$ cat src/rtl/adder_pkg.sv
// Shared definitions for the chunked adder: FSM encoding and configuration check.
package adder_pkg;

  typedef enum logic [1:0] {
    ST_IDLE = 2'd0,
    ST_RUN  = 2'd1,
    ST_DONE = 2'd2
  } state_e;

  // Legal configuration: at least two result bits, whole number of chunks.
  function automatic bit width_ok(input int width, input int chunk);
    return (chunk >= 1) && (width >= 2) && ((width % chunk) == 0);
  endfunction

endpackage

$ cat src/rtl/chunk_slice.sv
// Combinational CHUNK-bit ripple-carry slice; also exposes the carry into its top bit.
module chunk_slice #(
  parameter int CHUNK = 8
) (
  output logic [CHUNK-1:0] sum,
  output logic             cout,
  output logic             cmsb_in,
  input  logic [CHUNK-1:0] a,
  input  logic [CHUNK-1:0] b,
  input  logic             cin
);

  logic [CHUNK:0] c;

  assign c[0] = cin;

  for (genvar i = 0; i < CHUNK; i++) begin : g_fa
    assign sum[i]   = a[i] ^ b[i] ^ c[i];
    assign c[i + 1] = (a[i] & b[i]) | (c[i] & (a[i] ^ b[i]));
  end

  assign cout    = c[CHUNK];
  assign cmsb_in = c[CHUNK-1];

endmodule

$ cat src/rtl/chunk_adder_seq.sv
// Multi-cycle adder/subtractor: WIDTH-bit operands summed CHUNK bits per clock
// through one reused ripple slice, with carry-out and signed-overflow flags.
module chunk_adder_seq
  import adder_pkg::*;
#(
  parameter int WIDTH = 32,
  parameter int CHUNK = 8
) (
  input  logic             clk,
  input  logic             rst_n,
  input  logic             in_valid,
  output logic             in_ready,
  input  logic [WIDTH-1:0] a,
  input  logic [WIDTH-1:0] b,
  input  logic             cin,
  input  logic             sub,
  output logic             out_valid,
  input  logic             out_ready,
  output logic [WIDTH-1:0] sum,
  output logic             cout,
  output logic             over_flow,
  output logic [1:0]       dbg_state
);

  localparam int NCHUNK = WIDTH / CHUNK;
  localparam int CNT_W  = $clog2(NCHUNK + 1);

  if (!width_ok(WIDTH, CHUNK)) begin : g_bad_cfg
    $error("chunk_adder_seq: WIDTH must be >= 2 and a multiple of CHUNK");
  end

  // Handshakes: a transfer happens on a rising edge where valid && ready.
  // in_ready and out_valid depend only on the state register, so neither
  // in_valid nor out_ready reaches any output combinationally.
  state_e             state_q, state_d;
  logic [WIDTH-1:0]   a_sh_q, a_sh_d;
  logic [WIDTH-1:0]   b_sh_q, b_sh_d;
  logic [WIDTH-1:0]   res_q, res_d;
  logic [CNT_W-1:0]   cnt_q, cnt_d;
  logic               carry_q, carry_d;
  logic               cout_q, cout_d;
  logic               ovf_q, ovf_d;

  logic [CHUNK-1:0]       sl_sum;
  logic                   sl_cout;
  logic                   sl_cmsb;
  logic [WIDTH+CHUNK-1:0] res_cat;

  chunk_slice #(.CHUNK(CHUNK)) u_slice (
    .sum     (sl_sum),
    .cout    (sl_cout),
    .cmsb_in (sl_cmsb),
    .a       (a_sh_q[CHUNK-1:0]),
    .b       (b_sh_q[CHUNK-1:0]),
    .cin     (carry_q)
  );

  always_comb begin
    state_d = state_q;
    a_sh_d  = a_sh_q;
    b_sh_d  = b_sh_q;
    res_d   = res_q;
    cnt_d   = cnt_q;
    carry_d = carry_q;
    cout_d  = cout_q;
    ovf_d   = ovf_q;
    // New chunk enters at the top; after NCHUNK shifts chunk 0 sits at bit 0.
    res_cat = {sl_sum, res_q};

    case (state_q)
      ST_IDLE: begin
        if (in_valid) begin
          a_sh_d  = a;
          b_sh_d  = sub ? ~b : b;
          carry_d = sub ? 1'b1 : cin;
          cnt_d   = '0;
          state_d = ST_RUN;
        end
      end
      ST_RUN: begin
        a_sh_d  = a_sh_q >> CHUNK;
        b_sh_d  = b_sh_q >> CHUNK;
        res_d   = res_cat[WIDTH+CHUNK-1:CHUNK];
        carry_d = sl_cout;
        cnt_d   = cnt_q + CNT_W'(1);
        if (cnt_q == CNT_W'(NCHUNK - 1)) begin
          cout_d  = sl_cout;
          ovf_d   = sl_cout ^ sl_cmsb;
          state_d = ST_DONE;
        end
      end
      ST_DONE: begin
        if (out_ready) state_d = ST_IDLE;
      end
      default: state_d = ST_IDLE;
    endcase
  end

  always_ff @(posedge clk or negedge rst_n) begin
    if (!rst_n) begin
      state_q <= ST_IDLE;
      a_sh_q  <= '0;
      b_sh_q  <= '0;
      res_q   <= '0;
      cnt_q   <= '0;
      carry_q <= 1'b0;
      cout_q  <= 1'b0;
      ovf_q   <= 1'b0;
    end else begin
      state_q <= state_d;
      a_sh_q  <= a_sh_d;
      b_sh_q  <= b_sh_d;
      res_q   <= res_d;
      cnt_q   <= cnt_d;
      carry_q <= carry_d;
      cout_q  <= cout_d;
      ovf_q   <= ovf_d;
    end
  end

  assign in_ready  = (state_q == ST_IDLE);
  assign out_valid = (state_q == ST_DONE);
  assign sum       = res_q;
  assign cout      = cout_q;
  assign over_flow = ovf_q;
  assign dbg_state = state_q;

endmodule

$ cat config.mk
export PLATFORM = sky130hd
export DESIGN_NAME = chunk_adder_seq
export DESIGN_NICKNAME = d
export VERILOG_FILES = /design/src/rtl/adder_pkg.sv /design/src/rtl/chunk_slice.sv /design/src/rtl/chunk_adder_seq.sv
export SDC_FILE = /design/constraint.sdc
export NUM_CORES = 1
export LEC_CHECK = 0
export BUFFER_PORTS_ARGS = -buffer_cell sky130_fd_sc_hd__buf_2
export CAP_MARGIN = 20
export CORE_MARGIN = 3
export CORE_UTILIZATION = 34
export CTS_CLUSTER_DIAMETER = 200
export DETAILED_ROUTE_END_ITERATION = 12
export RECOVER_POWER = 25
export SYNTH_ARGS = -nofsm -noshare
export SYNTH_HDL_FRONTEND = slang
export SYNTH_SLANG_ARGS = --single-unit
$ cat constraint.sdc
create_clock -name clk -period 11.95 [get_ports clk]
set_clock_uncertainty 0.15 [all_clocks]
set_input_delay 1.7925 -clock clk [delete_from_list [all_inputs] [get_ports clk]]
set_output_delay 1.7925 -clock clk [all_outputs]
set_load 0.02 [all_outputs]
==> run summary <==
First-pass GRT wire length = 20200 um
Gate power share = 38.5%
Max-slew violation count = 85
Die Wd = 127 um
Period utilization = 53.5%
Yosys cell types = 29
Vias/cell = 5.11
Post-layout nets = 668
Post-route ant nets = 0
CTS Buf Count = 9
Global route overflow = 0
Via count = 3948
Row count = 43
Mapped cell area = 4950 um^2
Clk slew on worst S/H paths = 0.06 ns
Crit path kind = in2async
Max Buffers Root-to-Sink = 2
Io pins = 108
Gr usage total = 15.7%
# DRC = 0
Final Wtd Congestion = 0.766
Largest net degree at the start of global routing = 83
CP startpoint kind = primary input
Die span in y = 127 um
Pwr Total = 1.48 mW
Htree depth = 3
Most common cell after layout, fill and taps aside = nand2_1
Port Buf Inserts = 107
Setup TNS = 0 ns
Ranking of synthesized cells by area = dfrtp_1, nand2_1, a22oi_1
Final Setup Violations = 0
Max cap viols = 2
Hold_buf cts = 0
Synth-to-Final Area Change = 18.8%
RSZ-0062 raised after global routing = no
Leak = 2.77 nW
Sequential area share after synthesis = 52.5%
Setup ws final = 5.55 ns
Placed insts = 755
Antenna violations before repair = 0
Share of cells above drive strength 1 = 21.9%
Failing checks = max-capacitance violations, max-slew violations
Yosys top cell area share = 52.5%
CP Max Fanout = 55
Slew @ Worst Pin = 2.94 ns
Switching Fraction = 41.5%
Multi-input logic area = 2130 um^2
CP endpoint kind = async pin
Reg area = 2600 um^2
Mapped Nets = 581
Postcts setup bufs = 0
Flop pwr share = 41.5%
Vias in the first global route = 3842
Synth Register Bits = 104
WP data required = 11.61 ns
DIE AREA = 16100 um^2
Clock root buffer = clkbuf_16
Status = finished with violations
Final Hold Fails = 0
Commonest cells after routing, fill and taps aside = nand2_1, buf_2, dfrtp_1
Hold Crit Class = reg2reg
Clock sinks = 104
WL/cell = 16.1 um
Pwr/cell area = 252 nW/um^2
Post-cts sizing count = 0
Crit path DAT = 6.06 ns
Final wirelength = 12500 um
Fill cells = 1388
Clk network pwr share = 20.0%
Min Tclk post-route = 6.40 ns
Synth area leader = dfrtp_1
DP HPWL = 8390 um
P_int = 0.867 mW
Initial DRT Pass Iterations = 6
Final Non-Filler Cells = 773
Placeable Area = 14000 um^2
CTS tree = built
Max frequency = 156 MHz
Clock Latency Late Sink = 0.35 ns
Slew margin rel. = -95.7%
Initial Util = 35.3%
DR iter-0 viols = 347
Post-layout util = 41.9%
ANT cells = 0
Post-synthesis average cell area = 9.89 um^2
VDD IR max = 119 uV
Place WS = 7.98 ns
Synth warnings = 0
Net Sw Power = 0.615 mW
Synth Instances = 501
registers in the layout, indices dropped and copies added (netlist names):
signal,count
carry_q,1
over_flow,1
a_sh_q,32
cout,1
sum,32
cnt_q,3
b_sh_q,32
dbg_state,2
path summary, 6_finish.rpt:
kind / from / end / slack (ns) / depth (start not counted)
min: sum[2] / sum[2] / 0.32 / 2
min reg2reg: sum[2] / sum[2] / 0.32 / 2
max: rst_n / b_sh_q[3] / 5.55 / 3
max reg2reg: a_sh_q[0] / sum[31] / 8.00 / 12
max in group clk: a_sh_q[0] / sum[31] / 8.00 / 12
min in group asynchronous: rst_n / sum[3] / 1.53 / 1
cell families after synthesis:
group	Yosys count	share of synthesized area, %
AND/OR/NAND/NOR	160	13.8
AO/OA/AOI/OAI	144	19.3
flip-flops	104	52.5
buffers and inverters	50	4.72
XOR/XNOR	33	5.83
adder cells (fa/ha/maj)	10	3.74
layout make-up:
type	count	share of cell area, %
clock buffers	11	3.95
clock inverters	5	1.06
inverters	11	0.702
multi-input cells	347	36.1
flip-flops and latches	104	44.2
well taps	180	3.83
repair buffers	115	10.1
power by group through the flow:
stage | clock network, mW | registers, mW | logic, mW
detailed placement | 0 | 0.622 | 0.570
floorplan | 0 | 0.638 | 0.370
global placement | 0 | 0.616 | 0.552
finish | 0.296 | 0.616 | 0.571
global route | 0.320 | 0.636 | 0.644
CTS | 0.305 | 0.616 | 0.572
routing by layer:
layer	share of wire, %	GRT usage (%)	wire (um)	vias to the layer above
met5	0	0	0	-
met4	1.2	3.66	146	0
met1	45	21.2	5660	1928
met2	48	25.2	5950	124
met3	5.7	4.38	712	11
li1	-	-	-	1885
worst max-delay path: stages:
cell and delay (ns):
clkbuf_1 0.87, clkbuf_1 1.19, clkbuf_1 2.17
per-stage QoR:
step	hold WS (ns)	instance area [um^2]
2_1_floorplan	0.300	4950
3_3_place_gp	0.302	5580
3_5_place_dp	0.307	5580
4_1_cts	0.323	5870
5_1_grt	0.340	5880
6_report	0.316	5880
cells in the mapped netlist:
master       n
ha_1         2
xnor2_1     30
buf_6        2
o211ai_1    17
nor2_2       1
a2bb2oi_1    2
buf_4        1
or3b_4       1
nor3_1       1
inv_1       11
buf_2       22
a221o_1      7
o31ai_1      1
o32ai_1      2
dfrtp_1    104
fa_1         8
o21ai_0     41
a21oi_1     23
a22o_1       9
nand3b_1     1
nand2b_1     2
and2_1       1
nor2_1       4
o21bai_2     1
nand2_1    124
xor2_1       3
clkbuf_1    14
a22oi_1     41
nor2b_1     25
Note: power is estimated with default switching activity, not from simulation.
